## src/rtl/ulpi_reg_read_seq.sv

```systemverilog
// ULPI register-read sequencer: accepts one read at a time, waits for an idle bus, drives
// the read engine and returns a response. `define ULPI_REG_READ_SEQ_RETRY_EN retries once after a timeout.
//
// state     | meaning
// IDLE      | ready for a request
// WAIT_BUS  | counting consecutive DIR-low cycles
// LAUNCH    | RD_START pulse, timeout counter cleared
// WAIT_ACK  | waiting for engine to raise RD_BUSY
// WAIT_DONE | waiting for engine to drop RD_BUSY
// ABORT     | RD_ABORT pulse, count error, respond or retry
module ulpi_reg_read_seq #(
    parameter int unsigned BUS_IDLE_CYC = 2,
    parameter int unsigned TIMEOUT_CYC  = 64
) (
    input  logic       clk,
    input  logic       rst,
    input  logic       REQ_VALID,
    output logic       REQ_READY,
    input  logic [5:0] REQ_ADDR,
    output logic       RSP_VALID,
    output logic [7:0] RSP_DATA,
    output logic       RSP_TIMEOUT,
    output logic [7:0] ERR_CNT,
    input  logic       DIR,
    output logic       RD_START,
    output logic [5:0] RD_ADDR,
    input  logic       RD_BUSY,
    input  logic [7:0] RD_DATA,
    output logic       RD_ABORT
);

    localparam int unsigned IDLE_W = $clog2(BUS_IDLE_CYC + 1);
    localparam int unsigned TMO_W  = $clog2(TIMEOUT_CYC);
    localparam logic [IDLE_W-1:0] IDLE_LAST = IDLE_W'(BUS_IDLE_CYC - 1);
    localparam logic [TMO_W-1:0]  TMO_LAST  = TMO_W'(TIMEOUT_CYC - 1);

    typedef enum logic [2:0] {
        IDLE,
        WAIT_BUS,
        LAUNCH,
        WAIT_ACK,
        WAIT_DONE,
        ABORT
    } state_t;

    state_t            state_q, state_d;
    logic [IDLE_W-1:0] idle_q, idle_d;
    logic [TMO_W-1:0]  tmo_q, tmo_d;
    logic [5:0]        rd_addr_q, rd_addr_d;
    logic [7:0]        rsp_data_q, rsp_data_d;
    logic              rsp_valid_q, rsp_valid_d;
    logic              rsp_timeout_q, rsp_timeout_d;
    logic [7:0]        err_cnt_q, err_cnt_d;
`ifdef ULPI_REG_READ_SEQ_RETRY_EN
    logic              retry_q, retry_d;
`endif

    always_ff @(posedge clk) begin
        if (rst) begin
            state_q       <= IDLE;
            idle_q        <= '0;
            tmo_q         <= '0;
            rd_addr_q     <= '0;
            rsp_data_q    <= '0;
            rsp_valid_q   <= 1'b0;
            rsp_timeout_q <= 1'b0;
            err_cnt_q     <= '0;
`ifdef ULPI_REG_READ_SEQ_RETRY_EN
            retry_q       <= 1'b0;
`endif
        end else begin
            state_q       <= state_d;
            idle_q        <= idle_d;
            tmo_q         <= tmo_d;
            rd_addr_q     <= rd_addr_d;
            rsp_data_q    <= rsp_data_d;
            rsp_valid_q   <= rsp_valid_d;
            rsp_timeout_q <= rsp_timeout_d;
            err_cnt_q     <= err_cnt_d;
`ifdef ULPI_REG_READ_SEQ_RETRY_EN
            retry_q       <= retry_d;
`endif
        end
    end

    always_comb begin
        state_d       = state_q;
        idle_d        = idle_q;
        tmo_d         = tmo_q;
        rd_addr_d     = rd_addr_q;
        rsp_data_d    = rsp_data_q;
        rsp_valid_d   = 1'b0;
        rsp_timeout_d = 1'b0;
        err_cnt_d     = err_cnt_q;
`ifdef ULPI_REG_READ_SEQ_RETRY_EN
        retry_d       = retry_q;
`endif
        case (state_q)
            IDLE: begin
                if (REQ_VALID) begin
                    rd_addr_d = REQ_ADDR;
                    idle_d    = '0;
                    state_d   = WAIT_BUS;
`ifdef ULPI_REG_READ_SEQ_RETRY_EN
                    retry_d   = 1'b0;
`endif
                end
            end
            WAIT_BUS: begin
                if (DIR) begin
                    idle_d = '0;
                end else begin
                    idle_d = idle_q + IDLE_W'(1);
                    if (idle_q == IDLE_LAST) state_d = LAUNCH;
                end
            end
            LAUNCH: begin
                tmo_d   = '0;
                state_d = WAIT_ACK;
            end
            WAIT_ACK: begin
                tmo_d = tmo_q + TMO_W'(1);
                if (RD_BUSY)                state_d = WAIT_DONE;
                else if (tmo_q == TMO_LAST) state_d = ABORT;
            end
            WAIT_DONE: begin
                tmo_d = tmo_q + TMO_W'(1);
                // completion is checked first so it wins a tie with the timeout
                if (!RD_BUSY) begin
                    rsp_data_d  = RD_DATA;
                    rsp_valid_d = 1'b1;
                    state_d     = IDLE;
                end else if (tmo_q == TMO_LAST) begin
                    state_d = ABORT;
                end
            end
            ABORT: begin
                err_cnt_d = (err_cnt_q == 8'hFF) ? err_cnt_q : err_cnt_q + 8'd1;
                idle_d    = '0;
`ifdef ULPI_REG_READ_SEQ_RETRY_EN
                if (!retry_q) begin
                    retry_d = 1'b1;
                    state_d = WAIT_BUS;
                end else begin
                    rsp_data_d    = '0;
                    rsp_valid_d   = 1'b1;
                    rsp_timeout_d = 1'b1;
                    state_d       = IDLE;
                end
`else
                rsp_data_d    = '0;
                rsp_valid_d   = 1'b1;
                rsp_timeout_d = 1'b1;
                state_d       = IDLE;
`endif
            end
            default: state_d = IDLE;
        endcase
    end

    assign REQ_READY   = (state_q == IDLE);
    assign RD_START    = (state_q == LAUNCH);
    assign RD_ABORT    = (state_q == ABORT);
    assign RD_ADDR     = rd_addr_q;
    assign RSP_VALID   = rsp_valid_q;
    assign RSP_TIMEOUT = rsp_timeout_q;
    assign RSP_DATA    = rsp_data_q;
    assign ERR_CNT     = err_cnt_q;

endmodule

```

## config.mk

```make
export PLATFORM = sky130hd
export DESIGN_NAME = ulpi_reg_read_seq
export DESIGN_NICKNAME = d
export VERILOG_FILES = /design/src/rtl/ulpi_reg_read_seq.sv
export SDC_FILE = /design/constraint.sdc
export NUM_CORES = 1
export LEC_CHECK = 0
export BUFFER_PORTS_ARGS = -buffer_cell sky130_fd_sc_hd__buf_4
export CORE_MARGIN = 10
export CORE_UTILIZATION = 45
export DETAILED_ROUTE_END_ITERATION = 8
export PLACE_DENSITY = 0.74
export SLEW_MARGIN = 15
export SYNTH_ARGS = -nofsm -noshare
export SYNTH_HDL_FRONTEND = slang
export SYNTH_SLANG_ARGS = --single-unit
export TNS_END_PERCENT = 50
```

## constraint.sdc

```tcl
create_clock -name clk -period 1.5 [get_ports clk]
set_input_delay 0.225 -clock clk [delete_from_list [all_inputs] [get_ports clk]]
set_output_delay 0.225 -clock clk [all_outputs]
set_load 0.1 [all_outputs]
```

==> flow_summary.json <==
{
  "status": "complete, no violations",
  "rsz0062_at_grt": "true",
  "syn_nets": 222,
  "clk_latency_ns": 0.29,
  "grt_use_total": 0.1307,
  "path_clk_slew_ns": 0.07,
  "cts_hold_buf": 0,
  "hold_path.class": "primary input to flip-flop",
  "diodes": 0,
  "syn_area_um2": 1692,
  "setup_viol": 0,
  "period_needed_ns": 1.457,
  "synthTopCellsByCount": "dfxtp_1, nor2_1, a21oi_1",
  "drt_wl_total_um": 4235,
  "drive_above_1_share": 0.3622,
  "endpoint_kind": "primary output",
  "cp_cell_sequence": "buf_12 -> nand2b_4 -> nor2_4 -> buf_12",
  "path_class": "flip-flop to primary output",
  "ys.warnings.count": 0,
  "syn_to_final_growth_pct": 40.83,
  "clock-sinks": 35,
  "skew_ns": 0.004539,
  "hold_viol_final": 0,
  "die_w_um": 81.31,
  "antenna_left": 0,
  "dpl.hpwl_um": 3125,
  "cp_data_required_time_ns": 1.27,
  "synth.top_cell.area_share": 0.4142,
  "cts_tree": "done",
  "postSynthCellCount": 200,
  "synthMostInstantiatedCell": "dfxtp_1",
  "ys_types": 44,
  "synth_area_leaders": "dfxtp_1, mux2i_1, nor2_1",
  "syn_avg_cell_area_um2": 8.458,
  "cpPeakStageDelay_ns": 0.34,
  "grt_pass1_vias": 1518,
  "synth_top_flop_cell": "dfxtp_1",
  "start_util": 0.4621,
  "pin_count": 46,
  "first_iter_violations": 146,
  "die_h_um": 81.31,
  "post-route-period-util": 0.9714,
  "row_count": 22,
  "finalNetCount": 275,
  "portBuffers": 45,
  "cap_violations": 0,
  "p_leak_nw": 0.9317,
  "htreeDepth": 2,
  "ir_worst_vdd_mv": 0.5512,
  "crit_top_cell": "buf_12",
  "arrival_ns": 1.23,
  "coreArea_um2": 3661,
  "n_fill_cell": 316,
  "cp_slowest_cell": "dfxtp_2",
  "path_max_fanout": 23,
  "synthArstFlopShare": 0,
  "drcViolationCount": 0,
  "synth_enable_flop_cells": 0,
  "dr.pass1.iters": 4,
  "vias_per_cell": 5.364,
  "drt-wirelength-per-cell_um": 14.02,
  "grt_first_pass_wirelength_um": 6927,
  "slew_viol_final": 0,
  "synth_seq_cells": 35,
  "gp_congestion": 0.7926,
  "start_kind": "flip-flop",
  "fin_util": 0.6507,
  "power_mw": 1.855,
  "clock_path_buffers": 2,
  "overflow": 0,
  "dieArea_um2": 6611,
  "antenna_found_initial": 0,
  "numCtsBuffers": 5,
  "place_ws_ns": 0.03819,
  "worst_pin_slew_ns": 0.3695,
  "max_freq_mhz": 686.3,
  "finalWorstSetupSlack_ns": 0.04291,
  "clock-root-buffer": "clkbuf_8",
  "power_density_nw_per_um2": 778.8,
  "ys_seq_area_frac": 0.4142,
  "synth_area_leader_cell": "dfxtp_1",
  "slew_headroom": 0.7537,
  "grt_max_degree": 37,
  "vias": 1620
}
placed cells by master, fill, tap and decap left out, types with 6 or more instances in the layout:
master / count
buf_4: 54
dfxtp_1: 24
nor2_1: 24
a21oi_1: 17
nand2_1: 12
nand3_1: 12
mux2i_1: 11
dfxtp_4: 7
nor2b_1: 6
cell families after synthesis:
logic type      share of synthesized area
compound gates                     0.1945
mux                               0.07175
xor+xnor                          0.01036
buf+inv                           0.04956
simple gates                       0.2374
flops                              0.4142
fa+ha+maj                         0.02219
metrics by stage:
stage                     hold slack (ns)  setup TNS (ns)  std cells  area [µm²]
after floorplan                    0.3610          -3.724        200        1768
after global placement             0.4487               0        292        2218
after detailed placement           0.4570               0        292        2218
after CTS                          0.1615               0        302        2359
after global routing               0.1556       -0.009110        302        2382
final                              0.1712               0        302        2382
timing repair:
| action | in CTS | in global routing |
|---|---|---|
| setup buffers | 2 | 0 |
| gates cloned | 0 | 0 |
| endpoints found under the setup margin | 3 | 17 |
| pin swaps | 0 | 3 |
| resized for setup | 12 | 7 |
| endpoints found under the hold margin | 0 | 0 |
sequential cells by signal (all words and copies together) (netlist names):
signal / count
idle_q: 2
RSP_DATA: 8
tmo_q: 6
ERR_CNT: 8
RSP_VALID: 1
state_q: 3
RSP_TIMEOUT: 1
RD_ADDR: 6
worst max-delay path, delay by kind of cell (launching register included):
family | cells | cell delay [ns]
flip-flops | 1 | 0.34
AND/OR/NAND/NOR | 2 | 0.26
buffers and inverters | 2 | 0.33
final timing paths:
kind / cells past startpoint / from / slack (ns) / end
worst max-delay path: 4 / state_q[2]$_SDFFE_PP0P_ / 0.04 / RD_START
worst min-delay path: 3 / REQ_ADDR[0] / 0.17 / RD_ADDR[0]$_SDFFE_PP0P_
worst max register to register: 4 / state_q[1]$_SDFFE_PP0P_ / 0.05 / ERR_CNT[3]$_SDFFE_PP0P_
worst min register to register: 2 / RSP_DATA[1]$_SDFFE_PP0P_ / 0.47 / RSP_DATA[1]$_SDFFE_PP0P_
layer usage:
layer,GRT usage,routed length [µm],share of wire
met1,0.1552,1876,0.44
met2,0.1967,1827,0.43
met3,0.06843,474,0.11
met4,0.04671,57,0.013
met5,0,0,0
final cells by class:
| class | count | area [µm²] | area share |
|---|---|---|---|
| Tap cell | 48 | 60.06 | 0.02521 |
| Timing Repair Buffer | 61 | 519.2 | 0.2180 |
| Multi-Input combinational cell | 145 | 968.4 | 0.4065 |
| Inverter | 5 | 21.27 | 0.008929 |
| Sequential cell | 35 | 732.0 | 0.3072 |
| Clock inverter | 2 | 8.758 | 0.003676 |
| Clock buffer | 6 | 72.57 | 0.03046 |
power breakdown:
group	switching [mW]	total (mW)	internal, mW
Clock	0.318	0.637	0.319
Combinational	0.174	0.276	0.102
Sequential	0.0102	0.943	0.933
Total	0.502	1.86	1.35
Note: power is estimated with default switching activity, not from simulation.
